--- config.mk ---
export PLATFORM = sky130hd
export DESIGN_NAME = mult_div_unit_flat
export DESIGN_NICKNAME = d
export VERILOG_FILES = /design/src/rtl/mult_div_unit_if.sv /design/src/rtl/mult_div_unit.sv /design/src/flat_wrapper.sv
export SDC_FILE = /design/constraint.sdc
export NUM_CORES = 1
export LEC_CHECK = 0
export ABC_AREA = 1
export CORE_ASPECT_RATIO = 0.6
export CORE_MARGIN = 3
export CORE_UTILIZATION = 30
export CTS_CLUSTER_DIAMETER = 60
export DETAILED_ROUTE_END_ITERATION = 10
export SLEW_MARGIN = 0
export SYNTH_ARGS = -nofsm -noshare
export SYNTH_HDL_FRONTEND = slang
export SYNTH_SLANG_ARGS = --single-unit
export TNS_END_PERCENT = 1
--- constraint.sdc ---
create_clock -name clk -period 3.3 [get_ports clk]
set_clock_uncertainty 0.1 [all_clocks]
set_input_delay 0.66 -clock clk [delete_from_list [all_inputs] [get_ports clk]]
set_output_delay 0.66 -clock clk [all_outputs]
set_load 0.01 [all_outputs]
--- src/rtl/mult_div_unit_if.sv ---
// Operand/control/result bundle between the execute stage and the multiply/divide unit.
// master: drives A, B, op, start, hi_we, lo_we, wdata; observes busy, done, hi, lo.
// slave : the multiply/divide unit itself (opposite directions).
interface mult_div_unit_if #(
  parameter int WIDTH = 32
);
  logic [WIDTH-1:0] A;
  logic [WIDTH-1:0] B;
  logic [1:0]       op;
  logic             start;
  logic             hi_we;
  logic             lo_we;
  logic [WIDTH-1:0] wdata;
  logic             busy;
  logic             done;
  logic [WIDTH-1:0] hi;
  logic [WIDTH-1:0] lo;

  modport master (
    output A, B, op, start, hi_we, lo_we, wdata,
    input  busy, done, hi, lo
  );

  modport slave (
    input  A, B, op, start, hi_we, lo_we, wdata,
    output busy, done, hi, lo
  );
endinterface

--- src/rtl/mult_div_unit.sv ---
// Iterative MULT/MULTU/DIV/DIVU unit holding the architectural HI/LO registers.
// Ports: clk, rst_n (async active-low); bus (slave): A/B operands, op, start, MTHI/MTLO
// strobes + wdata in; busy, done pulse, hi, lo out. Latency 33 cycles start->done, no queueing.
module mult_div_unit #(
  parameter int WIDTH = 32
) (
  input  logic             clk,
  input  logic             rst_n,
  mult_div_unit_if.slave   bus
);

  typedef enum logic [1:0] {IDLE, CALC, FIX} state_t;

  state_t      state;
  state_t      state_nxt;

  logic        is_div;    // latched op[1]
  logic        neg_q;     // negate product (mul) or quotient (div)
  logic        neg_r;     // negate remainder (signed divide, negative dividend)
  logic        div0;      // divisor was zero
  logic [31:0] a_raw;     // original dividend, returned in HI on divide by zero
  logic [31:0] a_mag;     // multiplicand, or dividend bits still to shift in
  logic [31:0] b_mag;     // multiplier (shifts right), or divisor
  logic [63:0] acc;       // product, or {remainder, quotient}
  logic [4:0]  cnt;
  logic [31:0] hi_q;
  logic [31:0] lo_q;
  logic        done_q;

  logic        accept;
  logic        signed_op;
  logic [31:0] a_abs;
  logic [31:0] b_abs;

  logic [32:0] mul_sum;
  logic [63:0] mul_nxt;
  logic [32:0] div_rem;
  logic [32:0] div_diff;
  logic        div_ge;
  logic [63:0] div_nxt;

  logic [63:0] prod_fix;
  logic [31:0] quot_fix;
  logic [31:0] rem_fix;
  logic [31:0] hi_res;
  logic [31:0] lo_res;

  assign accept    = (state == IDLE) && bus.start;
  assign signed_op = ~bus.op[0];
  // Magnitudes are kept as 32-bit unsigned, so |0x80000000| = 0x80000000 fits.
  assign a_abs = (signed_op && bus.A[31]) ? (~bus.A + 32'd1) : bus.A;
  assign b_abs = (signed_op && bus.B[31]) ? (~bus.B + 32'd1) : bus.B;

  // Shift-add: add multiplicand into the upper 33 bits, then shift right.
  assign mul_sum = {1'b0, acc[63:32]} + (b_mag[0] ? {1'b0, a_mag} : 33'd0);
  assign mul_nxt = {mul_sum, acc[31:1]};

  // Restoring divide: the next dividend bit enters the remainder from a_mag;
  // the remainder needs 33 bits for one cycle before the compare.
  assign div_rem  = {acc[63:32], a_mag[31]};
  assign div_diff = div_rem - {1'b0, b_mag};
  assign div_ge   = (div_rem >= {1'b0, b_mag});
  assign div_nxt  = {(div_ge ? div_diff[31:0] : div_rem[31:0]), acc[30:0], div_ge};

  assign prod_fix = neg_q ? (~acc + 64'd1) : acc;
  assign quot_fix = neg_q ? (~acc[31:0] + 32'd1) : acc[31:0];
  assign rem_fix  = neg_r ? (~acc[63:32] + 32'd1) : acc[63:32];

  always_comb begin
    hi_res = prod_fix[63:32];
    lo_res = prod_fix[31:0];
    if (is_div) begin
      if (div0) begin
        hi_res = a_raw;
        lo_res = 32'hFFFF_FFFF;
      end else begin
        hi_res = rem_fix;
        lo_res = quot_fix;
      end
    end
  end

  // FSM state register
  always_ff @(posedge clk or negedge rst_n) begin
    if (!rst_n) state <= IDLE;
    else        state <= state_nxt;
  end

  // FSM next state
  always_comb begin
    state_nxt = state;
    case (state)
      IDLE:    if (bus.start) state_nxt = CALC;
      CALC:    if (cnt == 5'd31) state_nxt = FIX;
      FIX:     state_nxt = IDLE;
      default: state_nxt = IDLE;
    endcase
  end

  // Iteration datapath
  always_ff @(posedge clk or negedge rst_n) begin
    if (!rst_n) begin
      is_div <= 1'b0;
      neg_q  <= 1'b0;
      neg_r  <= 1'b0;
      div0   <= 1'b0;
      a_raw  <= '0;
      a_mag  <= '0;
      b_mag  <= '0;
      acc    <= '0;
      cnt    <= '0;
    end else if (accept) begin
      is_div <= bus.op[1];
      neg_q  <= signed_op & (bus.A[31] ^ bus.B[31]);
      neg_r  <= signed_op & bus.op[1] & bus.A[31];
      div0   <= (bus.B == 32'd0);
      a_raw  <= bus.A;
      a_mag  <= a_abs;
      b_mag  <= b_abs;
      acc    <= '0;
      cnt    <= '0;
    end else if (state == CALC) begin
      cnt <= cnt + 5'd1;
      if (is_div) begin
        acc   <= div_nxt;
        a_mag <= {a_mag[30:0], 1'b0};
      end else begin
        acc   <= mul_nxt;
        b_mag <= {1'b0, b_mag[31:1]};
      end
    end
  end

  // HI/LO: FIX result, or MTHI/MTLO only in IDLE when no start is taken.
  always_ff @(posedge clk or negedge rst_n) begin
    if (!rst_n) begin
      hi_q   <= '0;
      lo_q   <= '0;
      done_q <= 1'b0;
    end else begin
      done_q <= (state == FIX);
      if (state == FIX) begin
        hi_q <= hi_res;
        lo_q <= lo_res;
      end else if (state == IDLE && !bus.start) begin
        if (bus.hi_we) hi_q <= bus.wdata;
        if (bus.lo_we) lo_q <= bus.wdata;
      end
    end
  end

  assign bus.busy = (state != IDLE);
  assign bus.done = done_q;
  assign bus.hi   = hi_q;
  assign bus.lo   = lo_q;

endmodule

--- src/flat_wrapper.sv ---
// flat-port wrapper written by rule: the top's interface ports become plain ports
module mult_div_unit_flat 
#(
  parameter int WIDTH = 32
)
  (clk, rst_n, bus_A, bus_B, bus_op, bus_start, bus_hi_we, bus_lo_we, bus_wdata, bus_busy, bus_done, bus_hi, bus_lo);
  mult_div_unit_if #(.WIDTH(WIDTH)) bus_i ();
  input  logic clk;
  input  logic rst_n;
  input wire logic [$bits(bus_i.A)-1:0] bus_A;
  input wire logic [$bits(bus_i.B)-1:0] bus_B;
  input wire logic [$bits(bus_i.op)-1:0] bus_op;
  input wire logic [$bits(bus_i.start)-1:0] bus_start;
  input wire logic [$bits(bus_i.hi_we)-1:0] bus_hi_we;
  input wire logic [$bits(bus_i.lo_we)-1:0] bus_lo_we;
  input wire logic [$bits(bus_i.wdata)-1:0] bus_wdata;
  output wire logic [$bits(bus_i.busy)-1:0] bus_busy;
  output wire logic [$bits(bus_i.done)-1:0] bus_done;
  output wire logic [$bits(bus_i.hi)-1:0] bus_hi;
  output wire logic [$bits(bus_i.lo)-1:0] bus_lo;
  assign bus_i.A = bus_A;
  assign bus_i.B = bus_B;
  assign bus_i.op = bus_op;
  assign bus_i.start = bus_start;
  assign bus_i.hi_we = bus_hi_we;
  assign bus_i.lo_we = bus_lo_we;
  assign bus_i.wdata = bus_wdata;
  assign bus_busy = bus_i.busy;
  assign bus_done = bus_i.done;
  assign bus_hi = bus_i.hi;
  assign bus_lo = bus_i.lo;
  mult_div_unit #(.WIDTH(WIDTH)) u_core (.clk(clk), .rst_n(rst_n), .bus(bus_i));
endmodule
==> impl_results.md <==
- Top cell family by delay on the critical path: simple AND/OR/NAND/NOR gates
- DR iter-0 viols: 3275
- Share of the synthesized area in the top cell type: 0.282
- Post-synthesis instance area: 20900 um^2
- CP bufs+invs: 1
- Outcome: complete, no violations
- Final period util: 0.943
- DRC violation count after routing: 0
- Share of the yosys chip area belonging to registers: 0.282
- Reg-to-reg setup timing slack: 0.19 ns
- Yosys warns: 0
- Crit. Startpoint: u_core.acc[60]$_DFFE_PN0P_
- Die footprint: 73100 um^2
- Post-route setup slack: 0.189 ns
- Power Dens Cells: 1180 nW/um^2
- Chip height: 211 um
- Crit path largest cell delay: 0.57 ns
- DPL Wire Length: 75.4 mm
- Synthesized instance count: 3433
- Most frequent cells in the layout: 1069 x nand2_1, 414 x inv_1, 343 x nor2_1
- Classification of the worst setup path: flop to flop
- Most common cell after layout, fill and taps aside: nand2_1
- Util after Layout: 0.365
- Unrepaired setup endpoints after global routing: no
- Number of port buffers: 168
- Reg2reg path depth: 13
- Final nets: 3770
- CTS clk-pin slew, worst paths: 0.07 ns
- Ports: 169
- Crit path time final: 3.11 ns
- Largest net degree at the start of global routing: 107
- H-tree Lvls: 1
- Layout cells sized above 1: 0.0653
- Post-synthesis cell type count: 57
- Initial Utilization: 0.306
- Slew headroom: 0.271
- Hold_buf cts: 1
- Largest cells by area after synthesis: dfrtp_1 28%, nand2_1 19%, inv_1 7.4%, nand3_1 6.8%, nor2_1 6.2%
- Gpl congestion: 1.05
- Area post-placement: 24000 um^2
- Reg-to-Reg End: u_core.acc[56]$_DFFE_PN0P_
- Setup bufs post-CTS: 0
- Routed Antenna Nets: 0
- FMAX: 321 MHz
- Flops & latches, synth: 236
- Final cell count without fillers: 4528
- First-pass GRT wire length: 139 mm
- Post-synth EDFFs: 0
- # resized after CTS: 0
- Initial antenna violation count: 1
- Clock Tree Root: clkbuf_16
- Vias: 24.1k
- GRT overflow: 0
- Mean Syn Cell Area: 6.10 um^2
- Dominant synthesized flop cell: dfrtp_1
- Setup TNS: 0 ns
- Max-cap violation count: 0
- Critical path depth in cells: 13
- Worst Hold Slack: 0.390 ns
- Die width: 347 um
- Crit path arrival time: 3.47 ns
- Critical Path Start Type: flop
- Critical path capture point: u_core.acc[56]$_DFFE_PN0P_
- Mapped Nets: 3609
- First drt pass iteration count: 9
- Clock Latency Late Sink: 0.59 ns
- Area delta synth->final: 19.5%
- Max-slew violations: 0
- CTS tree: done
- Synth async-reset ratio: 1.00
- Min-Delay Path Class: flop to flop
- Peak supply drop: 522 uV
- Total CTS buffers: 28
- Crit-path max FO: 27
- Critical Path Slowest Stage Cell: dfrtp_1
- Drt wl/cell: 20.7 um
- Lkg Pwr: 12.4 nW
- Final hold violation count: 0
- Critical Path RT: 3.66 ns
- Worst-case clock buffer depth: 3
- Tot Pwr: 29.6 mW
- Antenna Cells: 0
- # rows: 74
- Critical-path cell list: ha_1 -> nand2_1 -> nor3_1 -> nand3b_1 -> nand2_2 -> nor2_8 -> nand2_8 -> buf_4 -> nand2_1 -> nand2_1 -> nand2_1 -> nand3_1 -> nand2_1
- Clock sinks: 236
- Actual transition at the worst max-transition pin: 1.09 ns
- Core area: 68500 um^2
- Most repeated library cell on the critical path: nand2_1
- Tot GR Track Use: 0.250
- Crit. End Element: flop
- Fin area: 25000 um^2
- Dpl cells: 4475
- Routed WL: 93.7 mm
- Synth area leader: dfrtp_1
- Via density: 5.31
- Place WS: 0.271 ns
- Vias in the first global route: 21.3k
- R2r startpoint: u_core.acc[60]$_DFFE_PN0P_
- Final setup viols: 0
[worst min path at each step]
stage	from	end	slack (ns)	cells past startpoint
2_1_floorplan	rst_n	u_core.a_mag[0]$_DFFE_PN0P_	0.26	0
3_3_place_gp	u_core.bus.lo[22]$_DFFE_PN0P_	u_core.bus.lo[22]$_DFFE_PN0P_	0.37	2
3_5_place_dp	u_core.bus.lo[22]$_DFFE_PN0P_	u_core.bus.lo[22]$_DFFE_PN0P_	0.38	2
4_1_cts	u_core.bus.lo[22]$_DFFE_PN0P_	u_core.bus.lo[22]$_DFFE_PN0P_	0.39	2
5_1_grt	u_core.bus.lo[22]$_DFFE_PN0P_	u_core.bus.lo[22]$_DFFE_PN0P_	0.41	2
6_report	u_core.bus.lo[24]$_DFFE_PN0P_	u_core.bus.lo[24]$_DFFE_PN0P_	0.39	2
[metal layers]
metal	vias to the layer above	track usage	part of all wire
met2	1287	0.295	0.34
li1	11500	-	-
met1	11200	0.401	0.49
met3	88	0.114	0.15
met5	-	0.00765	0.00085
met4	2	0.0335	0.015
[Yosys cell counts, types with 2 or more instances]
master     number
a21boi_0        8
a21boi_1       16
a21o_1          4
a21oi_1       192
a21oi_2         2
a22o_1          5
a22oi_1        42
a2bb2oi_1      16
a31oi_1        17
and2_1          6
buf_1          14
buf_2          28
buf_6           4
clkbuf_1       87
dfrtp_1       236
fa_1            2
ha_1           71
inv_1         414
inv_2          10
nand2_1      1069
nand2_2         6
nand3_1       285
nand3b_1       19
nand4_1        35
nor2_1        348
nor2_2         12
nor2_4          6
nor3_1         30
nor3_2          3
nor4_1          3
o211ai_1       21
o21a_1          6
o21ai_0       260
o21ai_1        29
o21ai_2         4
o21bai_1       16
o221ai_1        2
o22ai_1         5
o31ai_1         7
or2_2          38
xnor2_1        12
xor2_1         28
[logic make-up after synthesis]
kind of cell | Yosys count | share of synthesized area
and+or+nand+nor | 1867 | 0.374
xor gates and xnor gates | 40 | 0.0167
buffers and inverters | 560 | 0.104
adders and majority gates | 73 | 0.0443
AOI/OAI and AO/OA | 657 | 0.179
DFF | 236 | 0.282
[sequential cells by signal (all words and copies together), names as in the netlist]
signal	cells
u_core.is_div	1
u_core.a_mag	32
u_core.cnt	5
u_core.neg_r	1
u_core.a_raw	32
u_core.bus.hi	32
u_core.acc	64
u_core.bus.done	1
u_core.state	2
u_core.neg_q	1
u_core.div0	1
u_core.b_mag	32
u_core.bus.lo	32
[final cells by class]
cell class | count | area [um^2]
inverter | 426 | 1600
multi-input combinational | 2637 | 12900
clock inverter | 13 | 176
tap | 912 | 1140
clock buffer | 39 | 803
sequential | 236 | 5910
fill | 7479 | 43500
timing repair buffer | 265 | 2480
[report_power, final]
part           leakage (nW)  switching [mW]  total, mW  internal [mW]
Clock                 0.481            1.42       3.38           1.96
Sequential             2.89            1.33       5.55           4.22
Combinational          9.01            13.9       20.6           6.74
Total                  12.4            16.6       29.6           12.9
[tightest hold or removal path, cell delays in order (launching register included)]
cell     delay, ns
dfrtp_1       0.35
nand2_1       0.05
o21ai_0       0.05
Note: power is estimated with default switching activity, not from simulation.
